===== src/rtl/mem_arbiter.sv =====
// Two-requester arbiter for the shared single-port 512x32 RAM (A: fetch reads, B: load/store).
// Fixed priority B > A by default; define MEM_ARB_RR_EN for round-robin arbitration.
module mem_arbiter #(
  parameter int ADDR_W = 9,
  parameter int DATA_W = 32
) (
  input  logic              clock,
  input  logic              reset_n,
  input  logic              a_req,
  input  logic [ADDR_W-1:0] a_addr,
  output logic              a_gnt,
  output logic              a_rvalid,
  output logic [DATA_W-1:0] a_rdata,
  input  logic              b_req,
  input  logic              b_we,
  input  logic [ADDR_W-1:0] b_addr,
  input  logic [DATA_W-1:0] b_wdata,
  output logic              b_gnt,
  output logic              b_rvalid,
  output logic [DATA_W-1:0] b_rdata,
  output logic              memRead,
  output logic              memWrite,
  output logic [ADDR_W-1:0] address,
  output logic [DATA_W-1:0] dataIn,
  input  logic [DATA_W-1:0] dataOut
);

  typedef enum logic [1:0] {
    TAG_NONE,
    TAG_A,
    TAG_B
  } ret_tag_t;

  ret_tag_t          retTag;
  ret_tag_t          retTagNext;
  logic              aElig;
  logic              bElig;
  logic              aWin;
  logic              bWin;
  logic              memReadNext;
  logic              memWriteNext;
  logic              aGntNext;
  logic              bGntNext;
  logic [ADDR_W-1:0] addressNext;
  logic [DATA_W-1:0] dataInNext;

  // Masking by the current grant keeps a held request from being accepted twice.
  assign aElig = a_req && !a_gnt;
  assign bElig = b_req && !b_gnt;

`ifdef MEM_ARB_RR_EN
  logic rrPtr;
  logic rrPtrNext;

  // rrPtr = 0 prefers A; it only flips when both ports contend.
  always_comb begin
    aWin      = aElig && (!bElig || !rrPtr);
    bWin      = bElig && (!aElig || rrPtr);
    rrPtrNext = rrPtr;
    if (aElig && bElig) begin
      rrPtrNext = !rrPtr;
    end
  end

  always_ff @(posedge clock or negedge reset_n) begin
    if (!reset_n) begin
      rrPtr <= 1'b0;
    end else begin
      rrPtr <= rrPtrNext;
    end
  end
`else
  always_comb begin
    bWin = bElig;
    aWin = aElig && !bElig;
  end
`endif

  // The tag follows memRead by one cycle, lining up with the RAM's read data.
  always_comb begin
    memReadNext  = 1'b0;
    memWriteNext = 1'b0;
    aGntNext     = aWin;
    bGntNext     = bWin;
    addressNext  = address;
    dataInNext   = dataIn;
    retTagNext   = TAG_NONE;
    if (memRead) begin
      retTagNext = a_gnt ? TAG_A : TAG_B;
    end
    if (bWin) begin
      addressNext  = b_addr;
      memReadNext  = !b_we;
      memWriteNext = b_we;
      if (b_we) begin
        dataInNext = b_wdata;
      end
    end else if (aWin) begin
      addressNext = a_addr;
      memReadNext = 1'b1;
    end
  end

  always_ff @(posedge clock or negedge reset_n) begin
    if (!reset_n) begin
      memRead  <= 1'b0;
      memWrite <= 1'b0;
      a_gnt    <= 1'b0;
      b_gnt    <= 1'b0;
      address  <= '0;
      dataIn   <= '0;
      retTag   <= TAG_NONE;
    end else begin
      memRead  <= memReadNext;
      memWrite <= memWriteNext;
      a_gnt    <= aGntNext;
      b_gnt    <= bGntNext;
      address  <= addressNext;
      dataIn   <= dataInNext;
      retTag   <= retTagNext;
    end
  end

  assign a_rvalid = (retTag == TAG_A);
  assign b_rvalid = (retTag == TAG_B);
  assign a_rdata  = dataOut;
  assign b_rdata  = dataOut;

endmodule


===== config.mk =====
export PLATFORM = sky130hd
export DESIGN_NAME = mem_arbiter
export DESIGN_NICKNAME = d
export VERILOG_FILES = /design/src/rtl/mem_arbiter.sv
export SDC_FILE = /design/constraint.sdc
export NUM_CORES = 1
export LEC_CHECK = 0
export ABC_AREA = 1
export CAP_MARGIN = 20
export CELL_PAD_IN_SITES_DETAIL_PLACEMENT = 2
export CELL_PAD_IN_SITES_GLOBAL_PLACEMENT = 2
export CORE_MARGIN = 2
export CORE_UTILIZATION = 18
export CTS_CLUSTER_SIZE = 8
export DETAILED_ROUTE_END_ITERATION = 6
export GPL_ROUTABILITY_DRIVEN = 0
export PLACE_DENSITY_LB_ADDON = 0.2
export SLEW_MARGIN = 20
export SYNTH_ARGS = -nofsm -noshare
export SYNTH_HDL_FRONTEND = slang
export SYNTH_SLANG_ARGS = --single-unit
export TNS_END_PERCENT = 50

===== constraint.sdc =====
create_clock -name clock -period 1.64 [get_ports clock]
set_input_delay 0.328 -clock clock [delete_from_list [all_inputs] [get_ports clock]]
set_output_delay 0.328 -clock clock [all_outputs]
set_load 0.05 [all_outputs]

[Yosys cells after proc, flatten, opt, wreduce, memory -nomap -nowiden]
Index checks and enable logic that the tools add are counted.
Storage, ports and cells
  bits in latches: 0
  word-level logic and storage cells: 25
  register bits: 47
  RAM bits: 0
  ROM bits: 0
  memories kept: 0
Operators by class
  muxes and demuxes: 7
  reduce and logical (&&, ||, !) cells: 9
  $add $sub $neg: 0
  $lt $le $gt $ge: 0
  bitwise operators: 0
  div/mod/pow operators: 0
  $mul: 0
  equality and inequality tests: 2
  shifts and indexed selects: 0
Operators with widths (count)
  two-way mux 9 bit: 2
  zero test 1 bit: 4
  two-way mux 2 bit: 2
  logical AND 1 bit: 3
  two-way mux 1 bit: 3
  == test 2 x 1 -> 1 bit (second input constant): 1
  == test 2 bit (second input constant): 1
  AND reduction 2 bit: 1
  nonzero test 2 bit: 1

[Longest topological paths before layout]
Gate-level depths: netlist (run 1).
  depth in word-level cells: 6
  depth in mapped cells: 7
  mapped depth without buffers: 6

[Least setup slack after synthesis (run 1)]
No wires, ideal clock.
  kind: flip-flop to flip-flop
  start: reg b_gnt
  end: reg address[0]
  path buffers: 1
  slack: 284 ps
  required time: 1574 ps
  arrival: 1290 ps
  cell stages (with the launch flop): 8
  path through: dfrtp_1 -> inv_4 -> nand2_8 -> buf_8 -> nand2_8 -> inv_8 -> nand2_1 -> nand2_1
Between the ends
  cells in the longest elaborated chain, start to end: 5
  elaborated cells between the ends (all ways): 6
Ends and longest elaborated chain
  start, declared: RTL line 18  | output logic b_gnt,
  start signal, assigned: RTL line 117  | b_gnt <= bGntNext;
  zero test 1 bit (*): RTL line 49  | assign bElig = b_req && !b_gnt;
  logical AND 1 bit (*): RTL line 49
  zero test 1 bit: RTL line 75  | aWin = aElig && !bElig;
  logical AND 1 bit: RTL line 75
  nonzero test 2 bit (no line)
  end signal, assigned: RTL line 118  | address <= addressNext;
  end, declared: RTL line 23  | output logic [ADDR_W-1:0] address,
Mark *: on every way between the ends. The rest lies on a longest branch, timed or not.
A chain may end at the register's enable or synchronous reset.

[Worst setup path in the final report (run 1)]
  start: in b_req
  end: reg dataIn[20]
Between the ends
  cells in the longest elaborated chain, start to end: 2
Ends and longest elaborated chain
  start, declared: RTL line 14  | input logic b_req,
  logical AND 1 bit: RTL line 49
  named net bElig: RTL line 37  | logic bElig;
  AND reduction 2 bit (no line)
  end signal, assigned: RTL line 119  | dataIn <= dataInNext;
  end, declared: RTL line 24  | output logic [DATA_W-1:0] dataIn,
The timed path passes the listed nets, and every way through them passes these cells.

==> flow_summary.toml, run 1 <==
[outcome]
status = "complete, no violations"

[pwr]
powerDensity_mw_per_mm2 = 1200
irDropWorstVdd_mv = 0.373
power_mw = 4.00
p_leak_nw = 1.72

[clocking]
path_clk_slew_ns = 0.06
clock-sinks = 47
cts_resized = 0
cts_hold_buf = 0
cts_max_path_buffers = 2
cts_tree = "yes"
post-cts-setup-buffer-count = 0
numCtsBuffers = 5
clock_latency_ns = 0.29
htreeDepth = 2
clockRootBuffer = "clkbuf_16"

[logic_synthesis]
ys_ff_latch = 47
synthTopCellsByArea = "dfrtp_1 47%, buf_4 19%, nand2_1 19%, nand3_1 3.6%, inv_1 3.6%"
yosysMostFrequentCell = "nand2_1"
netlist.area_leader.share_pct = 46.8
synthTopCellsByCount = "125 x nand2_1, 64 x buf_4, 47 x dfrtp_1, 24 x inv_1, 18 x nand3_1"
syn_inst = 298
synth_area_mm2 = 0.00251
synth_edf_count = 0
synth_cell_types = 13
yosys.area.top_type = "dfrtp_1"
synth_nets = 385
syn_avg_cell_area_um2 = 8.44
synth-seq-area-share_pct = 46.8
synthArstFlopShare_pct = 100
ys.warnings.count = 0
synthFlopType = "dfrtp_1"

[drt]
drc = 0
drt-wirelength-per-cell_um = 12.9
wl_met1_um = 2840
topRoutingLayerUsed = "met4"
wl_met2_um = 3270
drt-total-wl_um = 6690
wl_met3_um = 490
routed_via_density = 3.60
vias = 1867
antenna_left = 0
drtIter0Drc = 34
dr.pass1.iters = 3

[floorplanning]
core_mm2 = 0.0138
die_h_um = 122
initial_core_util_pct = 18.3
die_area_mm2 = 0.0149
ios = 198
rows = 43
die_w_um = 122

[final_layout]
drive_gt1_share_pct = 19.5
design_area_mm2 = 0.00332
utilization_pct = 24.1
finalNetCount = 426
stdcell_count = 519
antenna_cells = 0
area.growth.synth_to_final_pct = 32.3

[sta]
setup_viol = 0
worst_slack_ns = 0.254
slew_headroom_pct = 74.8
holdWs_ns = 0.0212
tightest_slew_ns = 0.378
fin_skew_ns = 0.00710
setup_tns_ns = 0
timing.fmax_ghz = 0.721
fin_crit_ns = 1.39
rsz0062_at_grt = "false"
period_share_pct = 84.5
slew_viol_final = 0
hold_viol = 0

[global_routing]
grt_usage_pct = 9.35
first_global_vias = 2073
grt-ovfl-total = 0
antenna_found_initial = 0
grt_pass1_wl_um = 10700
grt_max_degree = 48

[placement]
port_buffers = 101
placed_cells = 512
pre_cts_slack_ns = -0.123
dpl.hpwl_um = 4900
dpl_cell_area_mm2 = 0.00317

[worst_setup_path]
required_ns = 1.81
critPathKind = "input pin to flop"
start_kind = "input pin"
cp_max_fo = 32
worstPathArrival_ns = 1.56
end_kind = "flop"

[worst_hold_path]
hold_class = "input pin to asynchronous set/reset pin"

[job]
drv_cap = 0
-- kinds of logic (layout without fill, tap and decap cells) --
group / count (synthesis) / count (layout) / share of synthesized area [%]
simple gates: 152 / 152 / 25.8
buf+inv: 99 / 140 / 27.4
flops: 47 / 47 / 46.8
-- final cells by class --
class / count / area (µm²)
Sequential cell: 47 / 1180
Clock inverter: 1 / 30.0
Clock buffer: 6 / 129
Fill cell: 1609 / 10400
Timing Repair Buffer: 106 / 1000
Multi-Input combinational cell: 152 / 649
Inverter: 27 / 114
Tap cell: 180 / 225
-- per-layer routing --
metal  vias up  track usage (%)
li1        898                -
met1       890             11.6
met2        67             15.7
met3        12             2.48
met4         0             2.95
met5         -                0
-- critical path: stages --
cell and delay, ns:
clkdlybuf4s50_1 0.60, nand2_8 0.12, inv_4 0.09, nand2_4 0.21, nand2_1 0.13, nand2_1 0.06
-- flip-flops by register name, indices dropped and copies added (netlist names) --
signal    flops
a_gnt         1
b_gnt         1
memRead       1
memWrite      1
address       9
dataIn       32
retTag        2
-- where the power goes --
part	internal (mW)	switching, mW
registers	1.34	0.112
logic	0.462	0.934
clock network	0.712	0.440
total	2.51	1.49
-- cell usage in the layout (no fill, tap or decap) --
cell type	synthesis	layout
nand2_1	125	125
nand3_1	18	18
clkbuf_1	0	1
clkbuf_16	0	5
nor2_8	1	1
nor2_1	5	5
bufinv_16	0	1
inv_4	2	2
nand2_8	2	2
inv_8	1	1
buf_12	0	6
buf_4	64	46
inv_1	24	24
buf_2	0	1
clkdlybuf4s50_1	0	53
nand2_4	1	1
dfrtp_1	47	47
-- worst paths after layout --
| path | cells after the start | endpoint | slack, ns | start |
|---|---|---|---|---|
| worst max-delay path | 6 | dataIn[20] | 0.25 | b_req |
| worst min-delay path | 2 | address[6] | 0.02 | reset_n |
| worst max register to register | 6 | dataIn[20] | 0.30 | b_gnt |
| worst min register to register | 2 | dataIn[22] | 0.48 | dataIn[22] |
| max in group asynchronous | 2 | dataIn[20] | 1.39 | reset_n |
| min in group clock | 2 | dataIn[22] | 0.48 | dataIn[22] |
(Power assumes the default switching activity.)
==> inputs of run 2 (changes only) <==
--- a/config.mk
+++ b/config.mk
@@ -10,7 +10,7 @@
 export CELL_PAD_IN_SITES_DETAIL_PLACEMENT = 2
 export CELL_PAD_IN_SITES_GLOBAL_PLACEMENT = 2
 export CORE_MARGIN = 2
-export CORE_UTILIZATION = 18
+export CORE_UTILIZATION = 17
 export CTS_CLUSTER_SIZE = 8
 export DETAILED_ROUTE_END_ITERATION = 6
 export GPL_ROUTABILITY_DRIVEN = 0
==> constraint.sdc (replaced) <==
create_clock -name clock -period 1.3 [get_ports clock]
set_input_delay 0.26 -clock clock [delete_from_list [all_inputs] [get_ports clock]]
set_output_delay 0.26 -clock clock [all_outputs]
set_load 0.05 [all_outputs]
==> flow_summary.toml, run 2 (synthesis gave the netlist of run 1 again) <==
[drt]
antenna_left = 0
dr.pass1.iters = 4
routed_via_density = 3.62
drt-total-wl_um = 7000
vias = 1921
drtIter0Drc = 27
drc = 0
drt-wirelength-per-cell_um = 13.2

[worst_setup_path]
cp_max_fo = 2
required_ns = 1.04
critPathKind = "flop to primary output"
end_kind = "primary output"
worstPathArrival_ns = 0.99
start_kind = "flop"

[sta]
rsz0062_at_grt = "true"
hold_viol = 0
slew_viol_final = 0
setup_viol = 0
fin_skew_ns = 0.00761
holdWs_ns = 0.492
timing.fmax_ghz = 0.797
fin_crit_ns = 1.25
period_share_pct = 96.5
tightest_slew_ns = 0.267
slew_headroom_pct = 82.2

[clocking]
path_clk_slew_ns = 0.07
numCtsBuffers = 5
htreeDepth = 2
clock-sinks = 47
cts_tree = "yes"
cts_max_path_buffers = 2
post-cts-setup-buffer-count = 0
clock_latency_ns = 0.30
clockRootBuffer = "clkbuf_16"

[final_layout]
antenna_cells = 0
final_common_cell = "nand2_1"
utilization_pct = 27.3
seq_area_mm2 = 0.00118
drive_gt1_share_pct = 21.6
largest_reg_flops = 32
largest_registers = "dataIn x32, address x9, retTag x2"
final_cell_mix = "125 x nand2_1, 53 x clkdlybuf4s50_1, 53 x buf_12, 46 x dfrtp_1, 24 x inv_1"
area.growth.synth_to_final_pct = 57.4
regMostFlops = "dataIn"
multi_input_area_um2 = 654
stdcell_count = 531
fill_cells = 1594
finalNetCount = 433

[global_routing]
grt_max_degree = 48
first_global_vias = 2241
grt-ovfl-total = 0
grt_usage_pct = 9.59
antenna_found_initial = 1
grt_pass1_wl_um = 11800

[floorplanning]
ios = 198
core_mm2 = 0.0145
die_w_um = 126
die_area_mm2 = 0.0158
rows = 44
die_h_um = 126
initial_core_util_pct = 17.4

[pwr]
p_leak_nw = 1.94
power_mw = 5.55
powerDensity_mw_per_mm2 = 1400
irDropWorstVdd_mv = 0.420

[placement]
placed_cells = 522
dpl.hpwl_um = 5340
port_buffers = 101

[outcome]
status = "complete, no violations"

[worst_hold_path]
hold_class = "input pin to asynchronous set/reset pin"

[job]
drv_cap = 0
[run 2: cell types whose count changed in the layout (fill, tap and decap cells not counted), sizes merged]
cell,change
clkinv,+1
buf,+6
clkbuf,+1
bufinv,-1
dlygate4sd3,+1
[run 2: repair_timing]
action | in CTS | in global routing
resized for setup | 2 | 0
setup endpoints to repair | 2 | 2
endpoints found under the hold margin | 47 | 0
hold buffers | 1 | 0
[run 2: routing by layer]
layer  share of wire, %  global-route usage (%)  wire length [µm]
met5               0.19                       0                13
met4                2.1                    4.25               144
met3                8.4                    3.98               586
met2                 50                    16.0              3490
met1                 40                    10.7              2770
[run 2: final timing paths]
path                             from    endpoint  slack (ns)  cells past startpoint
setup / recovery            retTag[1]    b_rvalid        0.05                      3
hold / removal                reset_n  address[2]        0.49                      3
setup reg to reg                b_gnt  address[4]        0.15                      7
hold reg to reg                 a_gnt   retTag[1]        0.54                      1
max in group asynchronous     reset_n       b_gnt        0.57                      3
min in group clock         b_wdata[2]   dataIn[2]        0.50                      3
[run 2: area by class of cell]
cell class              instances  share of cell area (%)
repair buffers                113                    41.5
flip-flops and latches         47                    29.8
multi-input cells             152                    16.5
well taps                     184                    5.82
clock buffers                   7                    3.35
inverters                      27                    2.88
clock inverters                 1                   0.126
[run 2: report_power, final]
group          switching [mW]  leakage (nW)  internal, mW
clock network           0.550        0.0679         0.712
registers               0.255         0.580          1.69
logic                    1.20          1.29          1.14
total                    2.00          1.94          3.54
[run 2: through the flow]
step / area (µm²) / setup TNS (ns) / setup WS (ns)
2_1_floorplan: 2510 / 0 / 0.0206
3_3_place_gp: 3800 / -9.34 / -0.259
3_5_place_dp: 3800 / -9.64 / -0.270
4_1_cts: 3960 / 0 / 0.0217
5_1_grt: 3960 / -0.0339 / -0.0308
6_report: 3960 / 0 / 0.0453
[run 2: worst max-delay path, stage by stage (launching register included)]
cell     delay, ns
dfrtp_1       0.36
inv_1         0.06
nor2_2        0.13
buf_12        0.15
